==> src/rtl/io_input_capture.sv <==
`default_nettype none
// ============================================================================
// Module   : io_input_capture
// Purpose  : Captures a switch/key word when a debounced apply button is
//            pressed and buffers captured words in a small FIFO that a
//            downstream DMA drains with a valid/ready handshake.
//
// Ports    : clock      - system clock, all state updates on rising edge
//            init_flag  - synchronous active-high reset
//            raw_btn    - asynchronous apply-button level (active-high)
//            raw_in     - asynchronous switch/key levels [DATA_W-1:0]
//            out_valid  - FIFO holds at least one word
//            out_ready  - downstream accepts the head word this cycle
//            out_data   - FIFO head word, zero when empty
//            out_count  - number of words currently held
//            overflow   - sticky: a capture was dropped on a full FIFO
//
// Revision : 1.0 - initial release
// ============================================================================
module io_input_capture #(
  parameter int DATA_W          = 22,
  parameter int DEBOUNCE_CYCLES = 16,
  parameter int FIFO_DEPTH      = 8
) (
  input  logic                          clock,
  input  logic                          init_flag,
  input  logic                          raw_btn,
  input  logic [DATA_W-1:0]             raw_in,
  output logic                          out_valid,
  input  logic                          out_ready,
  output logic [DATA_W-1:0]             out_data,
  output logic [$clog2(FIFO_DEPTH):0]   out_count,
  output logic                          overflow
);

  localparam int                C_PTR_W      = $clog2(FIFO_DEPTH);
  localparam logic [7:0]        C_CNT_LAST   = 8'(DEBOUNCE_CYCLES - 1);
  localparam logic [C_PTR_W:0]  C_FULL_COUNT = (C_PTR_W + 1)'(FIFO_DEPTH);

  typedef enum logic [1:0] {
    S_IDLE         = 2'd0,
    S_WAIT_PRESS   = 2'd1,
    S_PRESSED      = 2'd2,
    S_WAIT_RELEASE = 2'd3
  } state_t;

  // --------------------------------------------------------------------------
  // Two-flop synchronizers. Nothing downstream looks at raw_btn/raw_in.
  // --------------------------------------------------------------------------
  logic              r_btn_meta;
  logic              r_btn_s;
  logic [DATA_W-1:0] r_in_meta;
  logic [DATA_W-1:0] r_in_s;

  always_ff @(posedge clock) begin
    if (init_flag) begin
      r_btn_meta <= 1'b0;
      r_btn_s    <= 1'b0;
      r_in_meta  <= '0;
      r_in_s     <= '0;
    end else begin
      r_btn_meta <= raw_btn;
      r_btn_s    <= r_btn_meta;
      r_in_meta  <= raw_in;
      r_in_s     <= r_in_meta;
    end
  end

  // --------------------------------------------------------------------------
  // Debounce FSM: state register
  // --------------------------------------------------------------------------
  state_t     r_state;
  state_t     w_state_nxt;
  logic [7:0] r_cnt;
  logic [7:0] w_cnt_nxt;
  logic       w_push;

  always_ff @(posedge clock) begin
    if (init_flag) begin
      r_state <= S_IDLE;
      r_cnt   <= 8'd0;
    end else begin
      r_state <= w_state_nxt;
      r_cnt   <= w_cnt_nxt;
    end
  end

  // --------------------------------------------------------------------------
  // Debounce FSM: next state, stable counter and push strobe
  // --------------------------------------------------------------------------
  always_comb begin
    w_state_nxt = r_state;
    w_cnt_nxt   = r_cnt;
    w_push      = 1'b0;
    case (r_state)
      S_IDLE: begin
        if (r_btn_s) begin
          w_state_nxt = S_WAIT_PRESS;
          w_cnt_nxt   = 8'd1;
        end
      end
      S_WAIT_PRESS: begin
        if (!r_btn_s) begin
          w_state_nxt = S_IDLE;
          w_cnt_nxt   = 8'd0;
        end else if (r_cnt == C_CNT_LAST) begin
          // Press accepted: the only place a push is ever generated, so a
          // long hold in PRESSED cannot produce a second capture.
          w_state_nxt = S_PRESSED;
          w_push      = 1'b1;
        end else begin
          w_cnt_nxt = r_cnt + 8'd1;
        end
      end
      S_PRESSED: begin
        if (!r_btn_s) begin
          w_state_nxt = S_WAIT_RELEASE;
          w_cnt_nxt   = 8'd1;
        end
      end
      S_WAIT_RELEASE: begin
        if (r_btn_s) begin
          w_state_nxt = S_PRESSED;
          w_cnt_nxt   = 8'd0;
        end else if (r_cnt == C_CNT_LAST) begin
          w_state_nxt = S_IDLE;
        end else begin
          w_cnt_nxt = r_cnt + 8'd1;
        end
      end
      default: begin
        w_state_nxt = S_IDLE;
        w_cnt_nxt   = 8'd0;
      end
    endcase
  end

  // --------------------------------------------------------------------------
  // Push stage: latch the synchronized word in the accepting cycle and write
  // it to the FIFO on the following edge. Reset clears a pending push so an
  // interrupted press never lands in the FIFO.
  // --------------------------------------------------------------------------
  logic              r_push;
  logic [DATA_W-1:0] r_push_data;

  always_ff @(posedge clock) begin
    if (init_flag) begin
      r_push      <= 1'b0;
      r_push_data <= '0;
    end else begin
      r_push <= w_push;
      if (w_push) begin
        r_push_data <= r_in_s;
      end
    end
  end

  // --------------------------------------------------------------------------
  // FIFO
  // --------------------------------------------------------------------------
  logic [DATA_W-1:0]  r_mem [FIFO_DEPTH];
  logic [C_PTR_W-1:0] r_wr_ptr;
  logic [C_PTR_W-1:0] r_rd_ptr;
  logic [C_PTR_W:0]   r_count;
  logic               r_overflow;

  logic w_empty;
  logic w_full;
  logic w_pop;
  logic w_wr_en;
  logic w_drop;

  assign w_empty = (r_count == '0);
  assign w_full  = (r_count == C_FULL_COUNT);
  // Pop is qualified by non-empty, which also gives the no-bypass behaviour
  // when a push and a ready coincide on an empty FIFO.
  assign w_pop   = !w_empty && out_ready;
  // A full FIFO still accepts a push when the head leaves in the same cycle.
  assign w_wr_en = r_push && (!w_full || w_pop);
  assign w_drop  = r_push && w_full && !w_pop;

  // Storage has no reset; out_data is masked while empty instead.
  always_ff @(posedge clock) begin
    if (!init_flag && w_wr_en) begin
      r_mem[r_wr_ptr] <= r_push_data;
    end
  end

  always_ff @(posedge clock) begin
    if (init_flag) begin
      r_wr_ptr   <= '0;
      r_rd_ptr   <= '0;
      r_count    <= '0;
      r_overflow <= 1'b0;
    end else begin
      if (w_wr_en) begin
        r_wr_ptr <= r_wr_ptr + 1'b1;
      end
      if (w_pop) begin
        r_rd_ptr <= r_rd_ptr + 1'b1;
      end
      case ({w_wr_en, w_pop})
        2'b10:   r_count <= r_count + 1'b1;
        2'b01:   r_count <= r_count - 1'b1;
        default: r_count <= r_count;
      endcase
      if (w_drop) begin
        r_overflow <= 1'b1;
      end
    end
  end

  // --------------------------------------------------------------------------
  // Outputs: derived only from registered FIFO state
  // --------------------------------------------------------------------------
  assign out_valid = !w_empty;
  assign out_data  = w_empty ? '0 : r_mem[r_rd_ptr];
  assign out_count = r_count;
  assign overflow  = r_overflow;

endmodule
`default_nettype wire

==> config.mk <==
export PLATFORM = sky130hd
export DESIGN_NAME = io_input_capture
export DESIGN_NICKNAME = d
export VERILOG_FILES = /design/src/rtl/io_input_capture.sv
export SDC_FILE = /design/constraint.sdc
export NUM_CORES = 1
export LEC_CHECK = 0
export BUFFER_PORTS_ARGS = -buffer_cell sky130_fd_sc_hd__buf_2
export CORE_MARGIN = 4
export CORE_UTILIZATION = 60
export DETAILED_ROUTE_END_ITERATION = 16
export GPL_ROUTABILITY_DRIVEN = 1
export GPL_TIMING_DRIVEN = 0
export PLACE_DENSITY = 0.79
export RECOVER_POWER = 100
export SYNTH_ARGS = -nofsm -noshare
export SYNTH_HDL_FRONTEND = slang
export SYNTH_SLANG_ARGS = --single-unit
==> constraint.sdc <==
create_clock -name clock -period 3.59 [get_ports clock]
set_input_delay 0.1795 -clock clock [delete_from_list [all_inputs] [get_ports clock]]
set_output_delay 0.1795 -clock clock [all_outputs]
set_load 0.05 [all_outputs]
==> results of run 1 <==
-- routing by layer --
metal  GRT usage (%)  up-vias  part of all wire [%]
li1                -     2524                     -
met1            31.8     2810                    40
met2            39.3      260                    51
met3            3.03       35                   7.1
met4            6.04        0                   1.9
met5               0        -                     0
-- what timing repair did --
item                                   4_1_cts  5_1_grt
hold buffers                                23        0
setup buffers                                0        0
endpoints found under the hold margin       23        0
-- cell usage after synthesis (2+ instances only) --
master	count	area share (%)
a211oi_1	2	0.15
mux2i_1	46	4.6
clkbuf_1	23	0.86
buf_6	2	0.22
nand4_1	2	0.12
buf_1	2	0.075
nor3_1	4	0.20
or3_1	3	0.19
xor2_1	6	0.52
and2_1	3	0.19
and3_1	2	0.12
inv_1	5	0.19
mux4_2	44	9.9
nand3_1	10	0.50
xnor2_1	3	0.26
ha_1	4	0.50
buf_2	9	0.45
o211ai_1	2	0.15
dfxtp_1	93	19
nand2_1	12	0.45
or4_1	3	0.22
nor2_1	66	2.5
edfxtp_1	176	53
o21ai_0	4	0.20
nor2b_1	47	2.9
o21a_1	2	0.15
a31oi_1	6	0.37
o32ai_1	3	0.26
nand2b_1	4	0.25
a21oi_1	9	0.45
-- sequential cells by signal, summed over array words and instances, names as in the netlist, named ones only --
name,cells
overflow,1
r_wr_ptr,3
out_count,4
r_push_data,22
r_in_meta,22
r_btn_meta,1
r_mem,176
r_state,1
r_btn_s,1
r_push,1
r_in_s,22
r_cnt,8
r_rd_ptr,3
-- worst register-to-register path: cells and delay by family, from the launching register on --
family / cells / cell delay, ns
AOI/OAI and AO/OA: 1 / 0.25
DFF: 1 / 0.37
buffers and inverters: 4 / 1.05
and+or+nand+nor: 3 / 1.21
-- stage by stage --
step	instance area [µm²]	worst slack (ns)
final	11700	0.348
after global routing	11700	0.198
after CTS	11700	0.536
after detailed placement	10700	0.571
after global placement	10500	-1.02
after floorplan	10000	0.139
-- path summary, 6_finish.rpt --
kind / startpoint / end / slack (ns) / cells after the start
setup reg to reg: out_count[0]$_SDFFE_PP0P_ / r_mem[5][6]$_DFFE_PP_ / 0.39 / 8
hold reg to reg: r_in_meta[20]$_SDFF_PP0_ / r_in_s[20]$_SDFF_PP0_ / 0.43 / 1
hold / removal: out_ready / flop / 0.15 / 3
setup / recovery: out_count[0]$_SDFFE_PP0P_ / out_data[1] / 0.35 / 7
-- area by class of cell --
cell class,instances,area (µm²),share of cell area [%]
tap,216,270,2.32
clock inverter,10,77.6,0.666
buffer,37,148,1.27
inverter,5,18.8,0.161
sequential,269,7150,61.3
multi-input combinational,303,2680,23.0
timing repair buffer,85,606,5.20
clock buffer,35,713,6.12
-- power by group through the flow --
stage | Combinational, W | Clock, W | Sequential, W
global placement | 0.00156 | 0 | 0.00339
finish | 0.00157 | 0.00255 | 0.00333
detailed placement | 0.00159 | 0 | 0.00339
CTS | 0.00162 | 0.00257 | 0.00333
floorplan | 0.00120 | 0 | 0.00343
global route | 0.00168 | 0.00272 | 0.00333
-- logic make-up after synthesis --
group	synth area share [%]
buf+inv	1.85
flops	71.3
xor+xnor	0.787
mux	14.6
compound gates	2.67
fa+ha+maj	0.500
simple gates	8.26
==> flow_summary.json, run 1 <==
{
  "outcome": "completed",
  "grt_pass1_vias": 5676,
  "synth_area_um2": 10000,
  "critPathKind": "flop to output port",
  "final-hold-violation-count": 0,
  "tns_ns": 0,
  "synth_ff_type": "edfxtp_1",
  "grt_pass1_wl_um": 32400,
  "crit_top_cell": "clkbuf_1",
  "synth_edf_count": 176,
  "cellPowerDensity_nw_per_um2": 639,
  "clock_sink_count": 269,
  "dp_cells": 892,
  "ioPinCount": 54,
  "worstMarginPinSlew_ns": 1.35,
  "intPower_w": 0.00526,
  "critPathRequiredTime_ns": 3.41,
  "clkPwrFrac_pct": 34.2,
  "cts_tree": "done",
  "fp.dieArea_um2": 18800,
  "maxCapViolCount": 0,
  "wl_um": 20800,
  "clk_pin_slew_ns": 0.07,
  "gp_congestion": 0.868,
  "swShare_pct": 29.3,
  "period_needed_ns": 3.24,
  "yosys_warnings": 0,
  "path_cells": "clkbuf_1 -> or3_1 -> clkbuf_1 -> nor2_1 -> clkbuf_1 -> nor2_1 -> clkbuf_2",
  "numPortBuffers": 51,
  "clk-insertion-delay-late_ns": 0.52,
  "core.rowCount": 46,
  "crit_buf_inv": 4,
  "drt_iter0_drc": 550,
  "final_cell_mix": "edfxtp_1, dfxtp_1, nor2_1",
  "core_um2": 16100,
  "avgViaCountPerCell": 5.86,
  "syn_inst": 614,
  "fp.dieH_um": 137,
  "clockRootBuffer": "clkbuf_16",
  "dr.pass1.iters": 7,
  "final_antenna_net_count": 0,
  "seq_power_share_pct": 44.7,
  "vias": 5629,
  "leakagePower_nw": 3.95,
  "p_total_w": 0.00745,
  "grt_max_degree": 16,
  "stdcell_count": 960,
  "avgSynthCellArea_um2": 16.3,
  "synth_seq_cells": 269,
  "grt-ovfl-total": 0,
  "place_hpwl_um": 12800,
  "fmax_ghz": 0.308,
  "antenna_found_initial": 0,
  "peakVddDrop_v": 0.000493,
  "end_kind": "output port",
  "worstHoldPathType": "input pin to flop",
  "drc": 0,
  "whs_ns": 0.153,
  "pwr-share-comb_pct": 21.1,
  "synth.distinct_cells": 47,
  "area_delta_synth_final_pct": 16.3,
  "skew_ns": 0.0151,
  "layout.cells.most_common": "edfxtp_1",
  "relSlewSlack_pct": 8.89,
  "fillerInstances": 982,
  "drive_above_1_share_pct": 20.8,
  "clock_path_buffers": 3,
  "syn-num-nets": 644,
  "die_x_um": 137,
  "critPathTopFamily": "buffers and inverters",
  "min_period_over_period_pct": 90.3,
  "rsz0062_at_grt": "false",
  "fin_util_pct": 72.3,
  "seq_area_frac_synth_pct": 71.3,
  "start_util_pct": 62.2,
  "drv_slew": 0,
  "cpPeakStageDelay_ns": 0.55,
  "grtUsageTotal_pct": 23.0,
  "setup_viol": 0,
  "antennaDiodeCount": 0,
  "nNetsFinal": 756,
  "cts_max_level": 1,
  "power_switching_w": 0.00219,
  "numCtsBuffers": 25,
  "cp-start-kind": "flop",
  "crit_arrival_ns": 3.06,
  "wl_per_cell_um": 21.7,
  "async_reset_ff_share_pct": 0,
  "critPathMaxFanout": 10,
  "cts_resized": 0,
  "cp_slowest_cell": "clkbuf_1"
}
Note: power is estimated with default switching activity, not from simulation.
==> inputs of run 2 (changes only) <==
CELL_PAD_IN_SITES_DETAIL_PLACEMENT = 0   (was default)
CELL_PAD_IN_SITES_GLOBAL_PLACEMENT = 2   (was default)
CORE_MARGIN = 10   (was 4)
CORE_UTILIZATION = 45   (was 60)
==> run 2 against run 1 <==
Effect of this change: the flow now finishes with violations (max-capacitance violations, max-slew violations); sequential share of layout area fell by 0.81 points; combinational power barely moved; sequential power is essentially flat; fmax increased by 2.8%; highest routed layer unchanged; clock power rose by 16%; die area increased by 52%; count of clock-buffer cells in the layout grew 1; core utilization down 18 points; global-route usage down 9.4 points; critical path depth unchanged.
==> flow_summary.json, run 2 (synthesis results as in run 1) <==
{
  "outcome": "finished with violations",
  "violations": "max-capacitance violations, max-slew violations",
  "fmax_ghz": 0.317,
  "leakagePower_nw": 3.90,
  "skew_ns": 0.00933,
  "pwr-share-comb_pct": 19.8,
  "seq_power_share_pct": 42.5,
  "final-hold-violation-count": 0,
  "die_x_um": 169,
  "clk_pin_slew_ns": 0.06,
  "ioPinCount": 54,
  "antenna_found_initial": 0,
  "maxCapViolCount": 3,
  "critPathMaxFanout": 10,
  "wl_um": 19500,
  "final_area_um2": 11800,
  "critPathKind": "flop to output port",
  "fillerInstances": 1801,
  "core.rowCount": 54,
  "fp.dieH_um": 169,
  "numCtsBuffers": 26,
  "cp-start-kind": "flop",
  "worstHoldPathType": "input pin to flop",
  "vias": 5284,
  "grt_pass1_wl_um": 31100,
  "avgViaCountPerCell": 5.19,
  "critPathRequiredTime_ns": 3.41,
  "largest_reg_flops": 176,
  "grtUsageTotal_pct": 13.7,
  "rsz0062_at_grt": "false",
  "peakVddDrop_v": 0.000365,
  "place_area_um2": 10700,
  "cellPowerDensity_nw_per_um2": 662,
  "worstMarginPinSlew_ns": 1.68,
  "fp.dieArea_um2": 28600,
  "clock_path_buffers": 3,
  "tns_ns": 0,
  "drc": 0,
  "drv_slew": 6,
  "clock_sink_count": 269,
  "cts_resized": 0,
  "end_kind": "output port",
  "antennaDiodeCount": 0,
  "min_period_over_period_pct": 87.9,
  "start_util_pct": 45.8,
  "layout.cells.most_common": "edfxtp_1",
  "drt_iter0_drc": 334,
  "crit_arrival_ns": 2.98,
  "clk-insertion-delay-late_ns": 0.52,
  "intPower_w": 0.00563,
  "cts_tree": "done",
  "power_switching_w": 0.00219,
  "multi_input_area_um2": 2700,
  "setup_viol": 0,
  "whs_ns": 0.134,
  "cts_max_level": 1,
  "area_delta_synth_final_pct": 17.9,
  "dr.pass1.iters": 5,
  "period_needed_ns": 3.15,
  "largest-register": "r_mem",
  "post-place-ws_ns": 0.640,
  "grt_pass1_vias": 5483,
  "numPortBuffers": 51,
  "nNetsFinal": 749,
  "clkPwrFrac_pct": 37.7,
  "clockRootBuffer": "clkbuf_16",
  "place_hpwl_um": 12200,
  "relSlewSlack_pct": -12.7,
  "final_antenna_net_count": 0,
  "final_cell_mix": "edfxtp_1, dfxtp_1, clkbuf_1, nor2_1, nor2b_1",
  "grt-ovfl-total": 0,
  "core_um2": 21900,
  "drive_above_1_share_pct": 17.5,
  "setup_slack_ns": 0.435,
  "grt_max_degree": 23,
  "wl_per_cell_um": 19.2,
  "swShare_pct": 28.0,
  "gp_congestion": 0.832,
  "register_area_um2": 7150
}
-- run 2: changes by cell type in the layout (fill, tap and decap cells not counted), moves of 3 or more --
cell       previous run  this run
clkbuf_1             41        61
nor2_4                0         3
buf_8                 5         1
bufinv_16             1         6
clkinv_2              7         1
clkinv_1              0         3
clkbuf_2             21         0
clkbuf_8              5         2
-- run 2: through the flow --
step                      instances  util, %  power, W
after detailed placement        948     49.1   0.00501
final                          1019     54.0   0.00782
after global placement          945     48.6   0.00499
after floorplan                 614        -   0.00462
after CTS                      1019     54.4   0.00796
after global routing           1019     54.0   0.00815
-- run 2: layout make-up --
class / instances / share of cell area, %
sequential: 269 / 60.5
timing repair buffer: 77 / 4.21
clock inverter: 12 / 1.78
tap: 280 / 2.97
buffer: 37 / 1.39
multi-input combinational: 303 / 22.8
clock buffer: 36 / 6.18
inverter: 5 / 0.159
-- run 2: path summary, 6_finish.rpt --
| path | cells past startpoint | endpoint | slack, ns | from |
|---|---|---|---|---|
| worst min-delay path | 3 | r_rd_ptr[1]$_SDFFE_PP0N_ | 0.13 | out_ready |
| worst min register to register | 1 | r_in_s[2]$_SDFF_PP0_ | 0.43 | r_in_meta[2]$_SDFF_PP0_ |
| worst max register to register | 7 | r_mem[2][5]$_DFFE_PP_ | 0.52 | out_count[0]$_SDFFE_PP0P_ |
| worst max-delay path | 7 | out_data[2] | 0.44 | out_count[0]$_SDFFE_PP0P_ |
-- run 2: critical path, stage by stage (launching register included) --
cell	delay, ns
dfxtp_1	0.33
clkbuf_1	0.19
or3_1	0.39
clkbuf_1	0.17
nor2_1	0.39
clkbuf_1	0.54
nor2_1	0.13
clkbuf_1	0.33
-- run 2: power groups by stage --
stage,logic [W],clock network [W],registers (W)
global route,0.00168,0.00314,0.00333
detailed placement,0.00162,0,0.00339
CTS,0.00164,0.00300,0.00332
floorplan,0.00120,0,0.00343
finish,0.00155,0.00295,0.00333
global placement,0.00160,0,0.00339
-- run 2: repair_timing --
action | 4_1_cts | 5_1_grt
hold endpoints to repair | 23 | 0
hold buffers | 23 | 0
buffers inserted | 0 | 0
-- run 2: routing by layer --
layer / share of wire [%] / wire, µm / up-vias / GRT usage, %
li1: - / - / 2517 / -
met1: 46 / 9010 / 2611 / 18.6
met2: 48 / 9340 / 131 / 22.2
met3: 4.5 / 889 / 25 / 2.25
met4: 1.6 / 306 / 0 / 3.79
met5: 0 / 0 / - / 0
